File: src/rtl/m_sequence_pred.sv
// LFSR history and next-bit prediction; the caller chooses whether the received
// or the predicted bit is shifted in (newest bit enters at the MSB).
module m_sequence_pred #(
   parameter int DATA_WIDTH = 16
) (
   input  logic                  clk_i,
   input  logic                  rst_n_i,
   input  logic [DATA_WIDTH-1:0] seed_i,
   input  logic                  shift_i,
   input  logic                  sel_pred_i,
   input  logic                  rx_bit_i,
   output logic                  pred_o,
   output logic                  hist_zero_o
);

   logic [DATA_WIDTH-1:0] hist_q, hist_d;
   logic [DATA_WIDTH-1:0] seed_q;
   logic                  shift_bit;

   assign pred_o      = ^(hist_q & seed_q);
   assign hist_zero_o = (hist_q == '0);
   assign shift_bit   = sel_pred_i ? pred_o : rx_bit_i;

   always_comb begin
      hist_d = hist_q;
      if (shift_i) begin
         hist_d = {shift_bit, hist_q[DATA_WIDTH-1:1]};
      end
   end

   // The tap mask is only captured while reset is held.
   always_ff @(posedge clk_i) begin
      if (!rst_n_i) begin
         hist_q <= '0;
         seed_q <= seed_i;
      end else begin
         hist_q <= hist_d;
      end
   end

endmodule

File: config.mk
export PLATFORM = sky130hd
export DESIGN_NAME = m_sequence_pred
export DESIGN_NICKNAME = d
export VERILOG_FILES = /design/src/rtl/m_sequence_pred.sv
export SDC_FILE = /design/constraint.sdc
export NUM_CORES = 1
export LEC_CHECK = 0
export CAP_MARGIN = 20
export CORE_MARGIN = 2
export CORE_UTILIZATION = 45
export DETAILED_ROUTE_END_ITERATION = 8
export HOLD_SLACK_MARGIN = 0.03
export PLACE_DENSITY = 0.7
export SLEW_MARGIN = 30
export SYNTH_ARGS = -nofsm -noshare
export SYNTH_HDL_FRONTEND = slang
export SYNTH_SLANG_ARGS = --single-unit
File: constraint.sdc
create_clock -name clk_i -period 2.8 [get_ports clk_i]
set_input_delay 0.56 -clock clk_i [delete_from_list [all_inputs] [get_ports clk_i]]
set_output_delay 0.56 -clock clk_i [all_outputs]
set_load 0.01 [all_outputs]
=== Word-level counts from Yosys, hierarchy flattened ===
Index checks and enable logic that the tools add are counted.

* Logic and storage cells: 6
* Register bits: 32
* Output and inout port bits: 2

* Reductions and logical operators: 2
* Bitwise operators: 1
* Mux-type cells: 1

{| class="wikitable"
|+ Operator list
! operator !! count
|-
| 16-bit bitwise AND || 1
|-
| 16-bit zero test || 1
|-
| 16-bit XOR reduction || 1
|-
| 1-bit 2-to-1 mux || 1
|}

=== Depth between registers and ports, before layout ===
* Word-level depth: 3
* Depth in mapped cells: 6
* Gate-level depth less buffers: 6

=== Worst setup path after synthesis ===
OpenSTA, ideal clock, no wires.

* Path type: input port to flip-flop
* Start point: input rst_n_i
* End point: register seed_q[0], enable pin
* Stages on the path: 2
* Slack: 1.052 ns
* Data required time: 2.413 ns
* Setup time: 0.387 ns
* Data arrival time: 1.362 ns
* Path buffers: 1
* Path through: inv_1 clkbuf_1

{| class="wikitable"
|+ RTL lines
! item !! line !! text
|-
| start, declared || 7 || <nowiki>input logic rst_n_i,</nowiki>
|-
| end signal, assigned || 35 || <nowiki>seed_q <= seed_i;</nowiki>
|-
| end, declared || 17 || <nowiki>logic [DATA_WIDTH-1:0] seed_q;</nowiki>
|}

No word-level cell between the ends.

=== Final worst setup path ===
* Start point: register hist_q[11]
* End point: output hist_zero_o

* Cells in the longest elaborated chain, start to end: 1

{| class="wikitable"
|+ Ends and longest elaborated chain
! item !! line !! text
|-
| start, declared || 16 || <nowiki>logic [DATA_WIDTH-1:0] hist_q, hist_d;</nowiki>
|-
| start signal, assigned || 37 || <nowiki>hist_q <= hist_d;</nowiki>
|-
| 16-bit zero test || 21 || <nowiki>assign hist_zero_o = (hist_q == '0);</nowiki>
|-
| end, declared || 13 || <nowiki>output logic hist_zero_o</nowiki>
|}

No other way between the ends.

==> metrics.txt <==
# DRC 0; number of global-route vias before repair between 700 and 800; leakage between 0.6 and 0.7 nW; Synth Register Bits 32; GRT Resource Usage Total 14.3%; Synthesis Warnings 0; dpl cells 160; Starting Density about 48%; Max Root-Sink Buffers 2; Comb pwr share 7.7%; initial antenna violation count 0; Die X approximately 58 microns; 1st-iter DRT viols 18; P_int 0.678 mW; Net Sw Frac 20.2%; crit path max fanout 4; share of cells above drive strength 1 ~11%; Synth top area share 36.7%; Synth Flop Type edfxtp_1; Reg area between 800 and 900 sq um; highest cell delay on the worst timing path 540 ps; synthesized area per cell 12.1 sq um; sequential share of power 61.4%; gr ovfl total 0; FP Rows 19; sequential share of the synthesized area 61.1%; die height 58.0 microns; Clock Latency Late Sink 320 ps; Slowest cell on crit path clkdlybuf4s50_1; TNS Setup 0 ps; DR WL/cell 12.4 microns; cell area power density ~520 nW/um^2; CP Launch Type flip-flop; crit path time final around 2300 ps; htree depth 2; drt first pass iters 4; crit path kind flip-flop to output pin; DR vias about 840; Max Freq 431 MHz; Root Buffer clkbuf_4; CP arrival 1760 ps; Via density 4.98; core area 2760 sq um; Clock transition at path regs ~90 ps; CTS buffer count 5; worst path cell trace nor4_1 -> and4_1 -> clkdlybuf4s50_1; Syn Nets 129; Cells after Synth 108; async set-or-reset flop fraction in the synthesized netlist 0%; # fillers 243; Hold Violations, Final 0; WL final 2090 microns; DIE AREA 3360 sq um; relative slew slack 76.8%; worst slew pin tran 348 ps; global-route wire length before repair between 3000 and 4000 microns; unrepaired setup endpoints after global routing false; CP required 2240 ps; Final ANT Viol Nets 0; DP Wirelength 1440 microns; cell area after synthesis roughly 1300 sq um; Yosys top cell by area edfxtp_1; Final Max Tran Viols 0; IO Count 23; WHS 549 ps; PortBufs 22; status completed; diode count 0; final setup vio count 0; TritonCTS clock tree done; EDFF count, synth 16; hold buffer count at cts 0; synth cell count leaders dfxtp_1, edfxtp_1, nor2_1; Max-Cap Viols 0; Final #Nets 157; ranking of synthesized cells by area edfxtp_1, dfxtp_1, mux2i_1; crit end category output pin; worst vdd ir 0.422 mV; CTS sink count 32; area of the multi-input gates 488 sq um; Non-Filler Instances 168; largest net degree at the start of global routing 32; Hold Path Class flip-flop to flip-flop; Worst Skew 7.13 ps; RePlAce Congestion 0.756; Psw 0.172 mW; post-synthesis cell type count 17; period utilization 82.8%; clock power share between 30% and 40%; Area Overhead vs Synth 24.6%
cell type report:
type | count | share of cell area [%]
tap | 31 | 2.38
clock buffer | 8 | 3.60
sequential | 32 | 49.1
multi-input combinational | 71 | 29.9
inverter | 2 | 0.460
timing repair buffer | 24 | 14.6
stage by stage:
step                utilization [%]  total power [mW]  area, sq um  setup WS, ps
finish                         59.2             0.850         1630           482
global route                   59.2             0.891         1630           356
detailed placement             56.9             0.599         1570           501
floorplan                         -             0.557         1310          1050
CTS                            59.1             0.864         1630           123
global placement               56.9             0.597         1570           500
kinds of logic after synthesis:
logic type                after synthesis  synth area share, %
buffers and inverters                   5                 1.62
AOI/OAI and AO/OA                       4                 1.72
xor gates and xnor gates               15                 11.7
and+or+nand+nor                        37                 12.3
DFF                                    32                 61.1
muxes                                  15                 11.5
critical path: cells and delay by family (launching register included):
kind,cells,cell delay [ps]
buf+inv,1,540
flops,1,350
simple gates,2,550
registers in the layout (all words and copies together), names as in the netlist:
name	cells
hist_q	16
seed_q	16
path summary, 6_finish.rpt:
check                  start           to  slack [ps]  depth (start not counted)
hold reg to reg    hist_q[0]    hist_q[0]         550                          2
setup reg to reg  hist_q[11]   hist_q[15]        1400                          6
hold / removal     hist_q[0]    hist_q[0]         550                          2
setup / recovery  hist_q[11]  hist_zero_o         480                          3
cell usage in the layout, fill, tap and decap left out:
master | netlist | layout
clkbuf_4 | 0 | 5
xnor2_1 | 9 | 9
o21a_1 | 1 | 1
xnor2_2 | 3 | 3
inv_1 | 2 | 2
a21oi_1 | 1 | 1
o21ai_0 | 2 | 2
nand2_1 | 13 | 13
dfxtp_1 | 16 | 15
clkbuf_1 | 1 | 2
nor4_1 | 4 | 4
dfxtp_2 | 0 | 1
clkbuf_8 | 0 | 1
nor2_1 | 16 | 16
mux2i_1 | 15 | 15
xor2_1 | 3 | 3
dlymetal6s2s_1 | 0 | 1
edfxtp_1 | 16 | 16
clkdlybuf4s50_1 | 0 | 21
nand2_2 | 3 | 3
buf_4 | 0 | 2
and4_1 | 1 | 1
power by group through the flow:
| stage | registers (mW) | logic [mW] | clock network, mW |
|---|---|---|---|
| floorplan | 0.530 | 0.0276 | 0 |
| global placement | 0.532 | 0.0650 | 0 |
| detailed placement | 0.533 | 0.0659 | 0 |
| CTS | 0.522 | 0.0663 | 0.276 |
| global route | 0.524 | 0.0704 | 0.296 |
| finish | 0.522 | 0.0651 | 0.263 |
layer usage:
| metal | vias up | share of wire, % | GRT usage [%] |
|---|---|---|---|
| met5 | - | 0 | 0 |
| met4 | 0 | 1.6 | 8.64 |
| met3 | 4 | 5.5 | 7.14 |
| met2 | 18 | 48 | 22.2 |
| met1 | 390 | 45 | 15.7 |
| li1 | 424 | - | - |
timing repair:
item / CTS / global route
setup buffers: 0 / 0
hold endpoints to repair: 0 / 0
resized for setup: 0 / 2
setup endpoints to repair: 0 / 1
(Power assumes the default switching activity.)
